==> config.mk <==
export PLATFORM = sky130hd
export DESIGN_NAME = grad_accum
export DESIGN_NICKNAME = d
export VERILOG_FILES = /design/src/rtl/grad_accum.sv
export SDC_FILE = /design/constraint.sdc
export NUM_CORES = 1
export LEC_CHECK = 0
export CORE_AREA = 2 2 147 135
export CTS_CLUSTER_DIAMETER = 100
export DETAILED_ROUTE_END_ITERATION = 10
export DIE_AREA = 0 0 149 137
export GPL_ROUTABILITY_DRIVEN = 0
export PLACE_DENSITY = 0.64
export SLEW_MARGIN = 0
export SYNTH_ARGS = -nofsm -noshare
export SYNTH_HDL_FRONTEND = slang
export SYNTH_SLANG_ARGS = --single-unit
==> constraint.sdc <==
create_clock -name clk -period 6.08 [get_ports clk]
set_input_delay 1.52 -clock clk [delete_from_list [all_inputs] [get_ports clk]]
set_output_delay 1.52 -clock clk [all_outputs]
set_load 0.02 [all_outputs]
==> src/rtl/grad_accum.sv <==
`default_nettype none
// ============================================================================
// Module      : grad_accum
// Description : Accumulates N signed fixed-point gradient terms at extended
//               precision, then emits the saturated weight update
//               w_new = w - sum(terms) and holds it until acknowledged.
// Revision    : 1.0 - initial release
// ============================================================================
module grad_accum #(
  parameter int WIDTH = 32,
  parameter int FRAC  = 24,
  parameter int N     = 4
) (
  input  logic             clk,
  input  logic             rst_n,
  input  logic             i_start,
  input  logic [WIDTH-1:0] i_w,
  input  logic             i_valid,
  input  logic [WIDTH-1:0] i_term,
  output logic             o_ready,
  output logic             o_valid,
  input  logic             i_ack,
  output logic [WIDTH-1:0] o_w,
  output logic             o_sat,
  output logic             o_busy
);

  // Counter must hold N; one extra accumulator bit keeps w - acc in range.
  localparam int CNTW = $clog2(N + 1);
  localparam int ACCW = WIDTH + CNTW + 1;

  localparam logic [1:0] c_st_idle = 2'd0;
  localparam logic [1:0] c_st_acc  = 2'd1;
  localparam logic [1:0] c_st_calc = 2'd2;
  localparam logic [1:0] c_st_done = 2'd3;

  localparam logic [CNTW-1:0] c_last = CNTW'(N - 1);

  // Largest / smallest WIDTH-bit signed values, sign-extended to ACCW.
  localparam logic signed [ACCW-1:0] c_sat_max =
    {{(ACCW - WIDTH + 1){1'b0}}, {(WIDTH - 1){1'b1}}};
  localparam logic signed [ACCW-1:0] c_sat_min =
    {{(ACCW - WIDTH + 1){1'b1}}, {(WIDTH - 1){1'b0}}};

  // Reject parameter sets the datapath is not sized for.
  if ((N < 1) || (N > 255) || (FRAC < 0) || (FRAC >= WIDTH)) begin : g_bad_params
    $error("grad_accum: illegal parameter set");
  end

  logic [1:0]             r_state;
  logic [CNTW-1:0]        r_cnt;
  logic signed [ACCW-1:0] r_acc;
  logic signed [ACCW-1:0] r_w;
  logic [WIDTH-1:0]       r_w_out;
  logic                   r_sat;

  logic                   w_accept;
  logic                   w_last;
  logic signed [ACCW-1:0] w_term_ext;
  logic signed [ACCW-1:0] w_diff;

  assign w_accept   = i_valid && (r_state == c_st_acc);
  assign w_last     = w_accept && (r_cnt == c_last);
  assign w_term_ext = {{(ACCW - WIDTH){i_term[WIDTH-1]}}, i_term};
  assign w_diff     = r_w - r_acc;

  // Moore outputs decoded from the state register.
  assign o_ready = (r_state == c_st_acc);
  assign o_valid = (r_state == c_st_done);
  assign o_busy  = (r_state != c_st_idle);
  assign o_w     = r_w_out;
  assign o_sat   = r_sat;

  // Control FSM: IDLE -> ACC (N accepts) -> CALC (one cycle) -> DONE (until ack).
  always_ff @(posedge clk or negedge rst_n) begin
    if (!rst_n) begin
      r_state <= c_st_idle;
    end else begin
      case (r_state)
        c_st_idle: if (i_start) r_state <= c_st_acc;
        c_st_acc:  if (w_last)  r_state <= c_st_calc;
        c_st_calc: r_state <= c_st_done;
        c_st_done: if (i_ack)   r_state <= c_st_idle;
        default:   r_state <= c_st_idle;
      endcase
    end
  end

  // Latch the weight on start, then accumulate each accepted term.
  always_ff @(posedge clk or negedge rst_n) begin
    if (!rst_n) begin
      r_w   <= '0;
      r_acc <= '0;
      r_cnt <= '0;
    end else if ((r_state == c_st_idle) && i_start) begin
      r_w   <= {{(ACCW - WIDTH){i_w[WIDTH-1]}}, i_w};
      r_acc <= '0;
      r_cnt <= '0;
    end else if (w_accept) begin
      r_acc <= r_acc + w_term_ext;
      r_cnt <= r_cnt + CNTW'(1);
    end
  end

  // Saturate w - acc into WIDTH bits; result is held until the next CALC.
  always_ff @(posedge clk or negedge rst_n) begin
    if (!rst_n) begin
      r_w_out <= '0;
      r_sat   <= 1'b0;
    end else if (r_state == c_st_calc) begin
      if (w_diff > c_sat_max) begin
        r_w_out <= c_sat_max[WIDTH-1:0];
        r_sat   <= 1'b1;
      end else if (w_diff < c_sat_min) begin
        r_w_out <= c_sat_min[WIDTH-1:0];
        r_sat   <= 1'b1;
      end else begin
        r_w_out <= w_diff[WIDTH-1:0];
        r_sat   <= 1'b0;
      end
    end
  end

endmodule
`default_nettype wire

==> After elaboration in Yosys (flattened, before gate mapping) <==
Cells that the tools add are included.
{ "op_classes": {"add_sub_neg": 3, "mul": 0, "div": 0, "magnitude_cmp": 2, "eq_ne": 7, "shift": 0, "mux": 12, "n_bitwise": 0, "n_reduce_logical": 7} }
{ "ops": {"columns": ["op", "n"], "rows": [
  ["2-to-1 mux 36 bit", 2],
  ["2-to-1 mux 32 bit", 2],
  ["adder 36 x 32 -> 36 bit", 1],
  ["greater-than comparator 36 x 32 -> 1 bit (second input constant)", 1],
  ["less-than comparator 36 x 32 -> 1 bit (second input constant)", 1],
  ["subtractor 32 x 36 -> 36 bit", 1],
  ["one-hot mux 2 bit (4 select lines)", 1],
  ["2-to-1 mux 2 bit", 3],
  ["2-to-1 mux 3 bit", 2],
  ["equality test 2 bit (second input constant)", 2],
  ["inequality test 2 x 1 -> 1 bit (second input constant)", 2],
  ["nonzero test 2 bit", 2],
  ["adder 3 x 1 -> 3 bit (second input constant)", 1],
  ["equality test 3 x 2 -> 1 bit (second input constant)", 1],
  ["logical AND 1 bit", 3],
  ["AND reduction 3 bit", 1],
  ["equality test 2 x 1 -> 1 bit (second input constant)", 1],
  ["zero test 2 bit", 1],
  ["2-to-1 mux 1 bit", 2],
  ["inequality test 2 bit (second input constant)", 1]
]} }
{ "word_totals": {"reg_bits": 106, "latchBits": 0, "mem_bits_rw": 0, "rom_bits": 0, "memories": 0} }

==> Longest topological paths before layout <==
Gate-level depths: netlist (run 1).
{ "depth": {"word_depth": 5, "mapped_depth": 14} }

==> Worst setup path after synthesis (run 1) <==
No wires, ideal clock.
{ "synth_path": {"path_type": "input to register", "start": "in i_term[0]", "end": "reg r_acc[34]", "t_arrival_ps": 3721, "slack_ps": 2282, "stages": 12, "cell_sequence": "ha_1 -> inv_1 -> fa_1 -> nand2b_1 -> a21oi_1 -> o31ai_1 -> a2111oi_0 -> nor2_1 -> a211oi_1 -> o21ai_0 -> xor2_1 -> a21oi_1"} }
{ "synth_between": {"elab_chain_len": 3} }
{ "synth_lines": {"columns": ["element", "line", "rtl"], "rows": [
  ["start: declaration", "19", "input logic [WIDTH-1:0] i_term,"],
  ["adder 36 x 32 -> 36 bit", "100", "r_acc <= r_acc + w_term_ext;"],
  ["2-to-1 mux 36 bit", "99", "end else if (w_accept) begin"],
  ["2-to-1 mux 36 bit", "95", "end else if ((r_state == c_st_idle) && i_start) begin"],
  ["end signal: assignment", "100", null],
  ["end: declaration", "52", "logic signed [ACCW-1:0] r_acc;"]
]} }
Every way passes these cells. The select of a mux whose other input is x is not followed.
A chain may end at the register's enable or synchronous reset.

==> Worst setup path after layout (run 1) <==
{ "layout_path": {"start": "in i_term[12]", "end": "reg r_acc[27]"} }
The elaborated chain is that of the path after synthesis.

==> qor.txt, run 1 <==
Slew @ Worst Pin = 1110 ps
cts repair resizes = 0
cts bufs inserted = 9
CTS Buffer Depth = 2
vias per cell = 5.52
First-pass DRT Iterations = 5
post-route minimum period = 4410 ps
maximum vdd ir drop = 0.000245 V
CP arrival = 4640 ps
H-tree depth = 3
initial antenna violation count = 0
ant diodes = 0
Synth area leader = dfrtp_1
total clock sinks = 106
mean post-synth cell area = 8.20 sq um
Placed Cells = 1,343
register area = 0.00265 sq mm
number of global-route vias before repair = 7,116
Place WS = 1310 ps
HPWL Detailed = 16.6 mm
CTS Hold Bufs = 0
leading cell type in the layout, fill and taps excluded = nand2_1
fin worst setup slack = 1670 ps
worst hold path class = reg2reg
# nets final = 1,252
Final period util = 0.726
DR iter-0 viols = 495
Fill cells = 1,862
post-CTS setup repair buffer count = 0
largest net degree at the start of global routing = 67
Worst Setup Start Kind = input pin
Hold Vio Cnt, Final = 0
Clock power frac = 0.106
most frequent cells in the layout = nand2_1 (182), dfrtp_1 (106), clkdlybuf4s50_1 (103)
Worst-Skew Late Latency = 360 ps
Die Span Y = 137 microns
Synth Flop Type = dfrtp_1
CTS tree = done
met3 wire length = 814 microns
WS Path Type = in2reg
Worst Clk Skew = 7.96 ps
hold slack = 485 ps
layout cells sized above 1 = 0.0523
ranking of synthesized cells by area = dfrtp_1 (32%), ha_1 (11%), nand2_1 (8.2%)
core footprint = 0.0189 sq mm
area of the multi-input gates = 0.00529 sq mm
Slew headroom = 0.258
clock slew at reported path FFs = 70 ps
met1 WL = 11.5 mm
# DRC = 0
Final Cell Area = 0.00991 sq mm
row cnt = 48
Port-buffer cells = 104
Pins Over Slew Limit = 0
Post-synth ARST share = 1.00
Yosys top cell area share = 0.316
die width = 149 microns
Post-synth EDFFs = 0
max frequency = 0.227 GHz
Mapped Cells = 1,024
Comb power frac = 0.693
Total GRT Usage = 0.225
synth unique cells = 74
Post-Syn Area = 0.00839 sq mm
switching portion of total power = 0.492
P_int = 3.15 mW
Seq/Total Area, Yosys = 0.316
unrepaired setup endpoints after global routing = false
setup_tns = 0 ps
CTS root buffer = clkbuf_16
status = finished clean
gr ovfl total = 0
Worst Path Required = 6310 ps
topmost layer with routed signal wires = met4
dpl cell area = 0.00959 sq mm
Post-Syn Nets = 1,172
cell area power density = 625 mW/mm^2
Synth Register Bits = 106
antenna viol nets, final = 0
Final Non-Filler Cells = 1,359
Avg WL per Cell = 16.0 microns
Setup violations, final = 0
Critical Path Sink Type = register
DR vias = 7,506
I/O pin cnt = 105
met2 wire len = 9.10 mm
first-pass GRT wire length = 36.6 mm
Max Cap Viol = 0
Sw Pwr = 3.05 mW
Starting Density = 0.445
Leakage = 4.48 nW
Synthesis Warnings = 0
Crit Path Max Fanout = 6
die area = 0.0204 sq mm
Reg power frac = 0.201
Synth-to-Final Area Change = 18.1%
drt total wl = 21.8 mm
-- path summary, 6_finish.rpt --
kind                            start        end  slack (ps)  cells past startpoint
min                           r_w[16]    r_w[16]         480                      2
max                        i_term[12]  r_acc[27]        1670                     11
min in group asynchronous       rst_n   r_acc[2]        1240                      1
min reg2reg                   r_w[16]    r_w[16]         480                      2
max in group asynchronous       rst_n    o_w[28]        3760                      2
max reg2reg                  r_acc[0]    o_w[18]        2220                     12
-- Yosys cell counts, types with 4 or more instances --
| cell type | count |
|---|---|
| buf_6 | 7 |
| nand2_1 | 183 |
| or2_2 | 6 |
| a311oi_1 | 19 |
| xnor2_1 | 28 |
| nand3_1 | 18 |
| nand2b_1 | 9 |
| nand4b_1 | 4 |
| o21ai_0 | 54 |
| and2_1 | 6 |
| nor4b_1 | 4 |
| a211oi_1 | 6 |
| ha_1 | 77 |
| nand3b_1 | 10 |
| a2111oi_0 | 5 |
| o21a_1 | 12 |
| or3_1 | 5 |
| xor2_1 | 18 |
| a21o_1 | 34 |
| and4_1 | 5 |
| buf_1 | 5 |
| dfrtp_1 | 106 |
| and3_1 | 13 |
| nor3_1 | 21 |
| o31ai_1 | 5 |
| a21boi_0 | 5 |
| nor2_1 | 78 |
| a21oi_1 | 94 |
| a31oi_1 | 8 |
| nand4_1 | 7 |
| o21bai_1 | 9 |
| inv_1 | 66 |
| a311oi_2 | 10 |
| clkbuf_1 | 25 |
-- state kept, by name (all words and copies together), names as in the netlist --
signal	count
r_acc	36
o_w	32
r_w	32
r_cnt	3
r_state	2
o_sat	1
-- critical path, stage by stage --
cell and delay (ps):
clkdlybuf4s50_1 400, ha_1 390, a21oi_1 260, o21ai_0 130, a221oi_1 430, o221ai_1 240
o21ai_0 380, a21oi_1 140, o21ai_0 240, a21oi_1 100, a2111oi_0 400
-- routing by layer --
metal	global-route usage	up-vias
li1	-	3830
met1	0.336	3490
met3	0.0407	21
met2	0.338	165
met4	0.0466	0
met5	0	-
-- per-stage QoR --
step                       util  power [mW]
final                     0.526        6.20
after global routing      0.526        6.78
after CTS                 0.526        6.20
after detailed placement  0.508        5.53
after global placement    0.508        5.48
after floorplan               -        4.52
-- final cells by class --
| type | count | share of cell area |
|---|---|---|
| Inverter | 66 | 0.0250 |
| Multi-Input combinational cell | 811 | 0.534 |
| Clock inverter | 7 | 0.00972 |
| Tap cell | 250 | 0.0316 |
| Sequential cell | 106 | 0.268 |
| Clock buffer | 9 | 0.0227 |
| Timing Repair Buffer | 110 | 0.109 |
-- power groups by stage --
stage	Clock (mW)	Sequential [mW]	Combinational, mW
after floorplan	0	1.34	3.19
after global placement	0	1.25	4.22
after detailed placement	0	1.26	4.27
after CTS	0.670	1.25	4.29
after global routing	0.695	1.28	4.80
final	0.656	1.24	4.30
-- cell families (layout without fill, tap and decap cells) --
family	Yosys count	count (layout)	share of synthesized area
simple gates	379	379	0.205
buf+inv	107	192	0.0550
fa+ha+maj	79	79	0.120
compound gates	306	306	0.255
xor+xnor	46	46	0.0480
mux	1	1	0.00119
flops	106	106	0.316
(Power assumes the default switching activity.)
==> inputs of run 2 (changes only) <==
--- a/config.mk
+++ b/config.mk
@@ -10,7 +10,7 @@
 export DETAILED_ROUTE_END_ITERATION = 10
 export DIE_AREA = 0 0 149 137
 export GPL_ROUTABILITY_DRIVEN = 0
-export PLACE_DENSITY = 0.64
+export PLACE_DENSITY = 0.67
 export SLEW_MARGIN = 0
 export SYNTH_ARGS = -nofsm -noshare
 export SYNTH_HDL_FRONTEND = slang
==> constraint.sdc (replaced) <==
create_clock -name clk -period 3.7 [get_ports clk]
set_input_delay 0.925 -clock clk [delete_from_list [all_inputs] [get_ports clk]]
set_output_delay 0.925 -clock clk [all_outputs]
set_load 0.02 [all_outputs]
==> qor.txt, run 2 (synthesis gave the netlist of run 1 again) <==
status = finished clean (unchanged)
core footprint = 0.0189 sq mm (unchanged)
DR vias = 7,595 (was 7,506)
layer with the highest usage = met2 (unchanged)
Pins Over Slew Limit = 0 (unchanged)
Worst Clk Skew = 11.6 ps (was 7.96 ps)
Die Span Y = 137 microns (unchanged)
vias per cell = 5.40 (was 5.52)
Slew @ Worst Pin = 824 ps (was 1110 ps)
drt total wl = 21.8 mm (about the same)
Synth-to-Final Area Change = 22.7% (was 18.1%)
cells along the critical path = clkdlybuf4s50_1 > ha_1 > a21oi_1 > o21ai_0 > a221oi_2 > o221ai_1 > buf_4 > a21bo_2 > o2111ai_1 > a211oi_1 > o21ai_0 > o31ai_1 (was clkdlybuf4s50_1 > ha_1 > a21oi_1 > o21ai_0 > a221oi_1 > o221ai_1 > o21ai_0 > a21oi_1 > o21ai_0 > a21oi_1 > a2111oi_0)
worst hold path class = reg2reg (unchanged)
maximum vdd ir drop = 0.000576 V (was 0.000245 V)
Critical Path Sink = r_acc[35] (was r_acc[27])
# DRC = 0 (unchanged)
I/O pin cnt = 105 (unchanged)
ant diodes = 0 (unchanged)
most frequent cells in the layout = nand2_1 (183), dfrtp_1 (106), clkdlybuf4s50_1 (103) (was nand2_1 (182), dfrtp_1 (106), clkdlybuf4s50_1 (103))
total clock sinks = 106 (unchanged)
Place WS = -239 ps (was 1310 ps)
largest net degree at the start of global routing = 52 (was 67)
met1 Use GR = 0.333 (was 0.336)
Setup violations, final = 0 (unchanged)
worst reg2reg path endpoint = o_w[2] (was o_w[18])
worst r2r src = r_acc[17] (was r_acc[0])
largest register by flop count = r_acc (unchanged)
clock slew at reported path FFs = 70 ps (about the same)
r2r setup slk = 330 ps (was 2220 ps)
CTS Hold Bufs = 0 (unchanged)
max reg flops = 36 (unchanged)
CP delay by family, top = compound AO/OA/AOI/OAI gates (unchanged)
WS Path Type = in2reg (unchanged)
reg2reg path depth = 11 (was 12)
unrepaired setup endpoints after global routing = false (unchanged)
CTS root buffer = clkbuf_16 (unchanged)
CP max-delay cell = clkdlybuf4s50_1 (was a221oi_1)
Worst-Skew Late Latency = 350 ps (was 360 ps)
layout cells sized above 1 = 0.0943 (was 0.0523)
fin worst setup slack = 230 ps (was 1670 ps)
Worst Path Required = 3930 ps (was 6310 ps)
# nets final = 1,300 (was 1,252)
Crit Path Max Fanout = 4 (was 6)
CP arrival = 3700 ps (was 4640 ps)
met2 GRT Util = 0.336 (was 0.338)
Bufs and invs on worst path = 2 (was 1)
H-tree depth = 3 (unchanged)
Stages on worst setup path = 12 (was 11)
First-pass DRT Iterations = 5 (unchanged)
Worst Setup Start Kind = input pin (unchanged)
gr ovfl total = 0 (unchanged)
CP dominant cell by count = o21ai_0
row cnt = 48 (unchanged)
DR iter-0 viols = 563 (was 495)
cts repair resizes = 0 (unchanged)
die width = 149 microns (unchanged)
post-route minimum period = 3470 ps
max incr delay on CP = 450 ps (was 430 ps)
CTS tree = done (unchanged)
die area = 0.0204 sq mm (unchanged)
Starting Density = 0.445 (unchanged)
hold slack = 481 ps (was 485 ps)
Total GRT Usage = 0.221 (was 0.225)
number of global-route vias before repair = 7,216 (was 7,116)
leading cell type in the layout, fill and taps excluded = nand2_1 (unchanged)
Leakage = 4.70 nW (was 4.48 nW)
cts bufs inserted = 9 (unchanged)
Fill cells = 1,829 (was 1,862)
Final period util = 0.938
antenna viol nets, final = 0 (unchanged)
Avg WL per Cell = 15.5 microns (was 16.0 microns)
Max Cap Viol = 0 (unchanged)
initial antenna violation count = 0 (unchanged)
post-CTS setup repair buffer count = 0 (unchanged)
cell area power density = 1010 mW/mm^2 (was 625 mW/mm^2)
grt met3 use = 0.0300 (was 0.0407)
first-pass GRT wire length = 36.3 mm (was 36.6 mm)
Critical Path Sink Type = register (unchanged)
crit path launch = i_term[12] (unchanged)
hold path depth = 2 (unchanged)
Port-buffer cells = 104 (unchanged)
Slew headroom = 0.437 (was 0.258)
HPWL Detailed = 17.1 mm (was 16.6 mm)
max frequency = 0.288 GHz
Hold Vio Cnt, Final = 0 (unchanged)
CTS Buffer Depth = 2 (unchanged)
==> run 2: changes by cell type in the layout (fill, tap and decap cells not counted), sizes merged <==
cell,change
clkinvlp,+1
buf,+48
bufinv,-1
inv,-2
clkbuf,+1
==> run 2: worst min-delay path, delay by kind of cell, from the launching register on <==
family,cells,cell delay [ps]
flops,1,340
simple gates,2,100
==> run 2: worst min-delay path by stage <==
stage / startpoint / end / slack [ps]
after floorplan: r_w[10] / r_w[10] / 450
after global placement: r_w[18] / r_w[18] / 460
after detailed placement: r_w[10] / r_w[10] / 470
after CTS: r_w[10] / r_w[10] / 490
after global routing: r_w[4] / r_w[4] / 510
final: r_w[10] / r_w[10] / 480
==> run 2: per-stage QoR <==
step / cell area [sq um] / power, mW / setup TNS [ps] / util / instances
final: 10300 / 10.4 / 0 / 0.546 / 1406
after global routing: 10300 / 11.4 / 0 / 0.546 / 1406
after CTS: 10300 / 10.4 / 0 / 0.544 / 1406
after detailed placement: 9960 / 9.31 / -1200 / 0.528 / 1391
after global placement: 9960 / 9.24 / -862 / 0.528 / 1391
after floorplan: 8390 / 7.43 / 0 / - / 1024
==> run 2: routing by layer <==
layer / share of wire / wire, microns
met2: 0.43 / 9370
met1: 0.51 / 11200
met4: 0.012 / 257
met3: 0.044 / 947
met5: 0 / 0
==> run 2: cell type report <==
cell class	count	area (sq um)	share of cell area
Clock inverter	5	63.8	0.00620
Multi-Input combinational cell	811	5330	0.517
Tap cell	250	313	0.0304
Inverter	66	248	0.0241
Sequential cell	106	2650	0.258
Clock buffer	10	239	0.0232
Timing Repair Buffer	158	1460	0.141
==> run 2: power by group <==
part	switching, mW	internal (mW)
Combinational	4.24	3.12
Sequential	0.365	1.69
Clock	0.442	0.545
Total	5.04	5.35
==> inputs of run 3 (changes only) <==
==> config.mk (replaced) <==
export PLATFORM = sky130hd
export DESIGN_NAME = grad_accum
export DESIGN_NICKNAME = d
export VERILOG_FILES = /design/src/rtl/grad_accum.sv
export SDC_FILE = /design/constraint.sdc
export NUM_CORES = 1
export LEC_CHECK = 0
export CORE_AREA = 2 2 140 128
export CTS_CLUSTER_DIAMETER = 120
export DETAILED_ROUTE_END_ITERATION = 10
export DIE_AREA = 0 0 142 130
export GPL_ROUTABILITY_DRIVEN = 0
export PLACE_DENSITY = 0.73
export SLEW_MARGIN = 0
export SYNTH_ARGS = -nofsm -noshare
export SYNTH_HDL_FRONTEND = slang
export SYNTH_SLANG_ARGS = --single-unit
==> qor.txt, run 3 (synthesis gave the netlist of run 1 again) <==
reg2reg path depth = 13 (was 11)
Worst-Skew Late Latency = 370 ps (was 350 ps)
post-CTS setup repair buffer count = 0 (unchanged)
Reg power frac = 0.197 (was 0.198)
Port-buffer cells = 104 (unchanged)
vias per cell = 5.69 (was 5.40)
Critical Path Sink = r_acc[34] (was r_acc[35])
worst reg2reg path endpoint = o_w[11] (was o_w[2])
first-pass GRT wire length = 36.2 mm (was 36.3 mm)
post-route minimum period = 3530 ps (was 3470 ps)
die area = 0.0185 sq mm (was 0.0204 sq mm)
total clock sinks = 106 (unchanged)
cell area power density = 1030 mW/mm^2 (was 1010 mW/mm^2)
met1 Use GR = 0.360 (was 0.333)
number of global-route vias before repair = 7,186 (was 7,216)
Crit Path Max Fanout = 5 (was 4)
Max Cap Viol = 0 (unchanged)
max frequency = 0.283 GHz (was 0.288 GHz)
Starting Density = 0.488 (was 0.445)
row cnt = 46 (was 48)
Pins Over Slew Limit = 0 (unchanged)
status = finished clean (unchanged)
Clock power frac = 0.098 (was 0.095)
CP arrival = 3820 ps (was 3700 ps)
HPWL Detailed = 16.9 mm (was 17.1 mm)
gr ovfl total = 0 (unchanged)
most frequent cells in the layout = nand2_1 (183), dfrtp_1 (106), clkdlybuf4s50_1 (103) (unchanged)
Setup violations, final = 0 (unchanged)
Critical Path Sink Type = register (unchanged)
initial antenna violation count = 0 (unchanged)
met2 GRT Util = 0.380 (was 0.336)
Synth-to-Final Area Change = 21.8% (was 22.7%)
First-pass DRT Iterations = 5 (unchanged)
drt total wl = 21.9 mm (was 21.8 mm)
core footprint = 0.0172 sq mm (was 0.0189 sq mm)
antenna viol nets, final = 0 (unchanged)
switching portion of total power = 0.489 (was 0.485)
Total GRT Usage = 0.243 (was 0.221)
worst hold path class = in2async (was reg2reg)
setup_tns = 0 ps (unchanged)
maximum vdd ir drop = 0.000508 V (was 0.000576 V)
# nets final = 1,293 (was 1,300)
P_int = 5.36 mW (was 5.35 mW)
leading cell type in the layout, fill and taps excluded = nand2_1 (unchanged)
Avg WL per Cell = 16.0 microns (was 15.5 microns)
ant diodes = 0 (unchanged)
CTS root buffer = clkbuf_16 (unchanged)
r2r setup slk = 220 ps (was 330 ps)
largest net degree at the start of global routing = 53 (was 52)
I/O pin cnt = 105 (unchanged)
clock slew at reported path FFs = 80 ps (was 70 ps)
layout cells sized above 1 = 0.0878 (was 0.0943)
crit path launch = i_term[0] (was i_term[12])
Final Cell Area = 0.0102 sq mm (was 0.0103 sq mm)
Comb power frac = 0.705 (was 0.707)
CTS Buffer Depth = 2 (unchanged)
Final period util = 0.953 (was 0.938)
Hold Vio Cnt, Final = 0 (unchanged)
Worst Clk Skew = 15.4 ps (was 11.6 ps)
WS Path Type = in2reg (unchanged)
largest register by flop count = r_acc (unchanged)
worst r2r src = r_acc[0] (was r_acc[17])
Worst Setup Start Kind = input pin (unchanged)
Sw Pwr = 5.13 mW (was 5.04 mW)
layer with the highest usage = met2 (unchanged)
grt met3 use = 0.0374 (was 0.0300)
# DRC = 0 (unchanged)
CTS tree = done (unchanged)
Leakage = 4.69 nW (was 4.70 nW)
Slew @ Worst Pin = 831 ps (was 824 ps)
Slew headroom = 0.432 (was 0.437)
DR vias = 7,779 (was 7,595)
dpl cell area = 0.00989 sq mm (was 0.00996 sq mm)
H-tree depth = 3 (unchanged)
Worst Path Required = 3990 ps (was 3930 ps)
Die Span Y = 130 microns (was 137 microns)
DR iter-0 viols = 580 (was 563)
unrepaired setup endpoints after global routing = true (was false)
die width = 142 microns (was 149 microns)
cts bufs inserted = 9 (unchanged)
max reg flops = 36 (unchanged)
## run 3: per-stage QoR
step,power (mW),instances,utilization,hold slack (ps),setup slack (ps)
after floorplan,7.43,1024,-,450,497
after global placement,9.17,1350,0.575,463,-206
after detailed placement,9.34,1350,0.575,468,-293
after CTS,10.4,1366,0.593,442,77.8
after global routing,11.4,1366,0.594,451,-31.7
final,10.5,1366,0.594,433,172
## run 3: critical path, stage by stage
cell and delay [ps]:
clkdlybuf4s50_1 460, ha_1 160, inv_1 50, fa_1 380
nand2b_1 170, a21oi_1 220, o31ai_1 160, a2111oi_1 400
nor2_1 210, a211oi_2 240, o21ai_0 140, xor2_1 160
a21oi_1 140
## run 3: how the worst min path moves through the flow
stage	start	end	slack, ps	cells past startpoint
2_1_floorplan	r_w[10]	r_w[10]	450	2
3_3_place_gp	r_w[17]	r_w[17]	460	2
3_5_place_dp	r_w[14]	r_w[14]	470	2
4_1_cts	rst_n	o_w[27]	440	1
5_1_grt	rst_n	o_w[27]	450	1
6_report	rst_n	o_w[27]	430	1
## run 3: power by group through the flow
| stage | logic (mW) | registers, mW | clock network [mW] |
|---|---|---|---|
| final | 7.40 | 2.07 | 1.02 |
| after global routing | 8.14 | 2.13 | 1.09 |
| after CTS | 7.30 | 2.06 | 1.04 |
| after detailed placement | 7.26 | 2.08 | 0 |
| after global placement | 7.11 | 2.06 | 0 |
| after floorplan | 5.23 | 2.20 | 0 |
## run 3: repair_timing
action / in CTS / in global routing
resized for setup: 0 / 7
hold buffers: 0 / 0
setup endpoints to repair: 0 / 36
## run 3: layout make-up
type / instances / area (sq um)
Fill cell: 1585 / 6980
Sequential cell: 106 / 2650
Clock buffer: 10 / 239
Inverter: 66 / 248
Timing Repair Buffer: 151 / 1430
Tap cell: 216 / 270
Clock inverter: 6 / 71.3
Multi-Input combinational cell: 811 / 5320
## run 3: routing by layer
layer,up-vias,share of wire
li1,3903,-
met1,3655,0.51
met2,197,0.44
met3,24,0.044
met4,0,0.012
met5,-,0
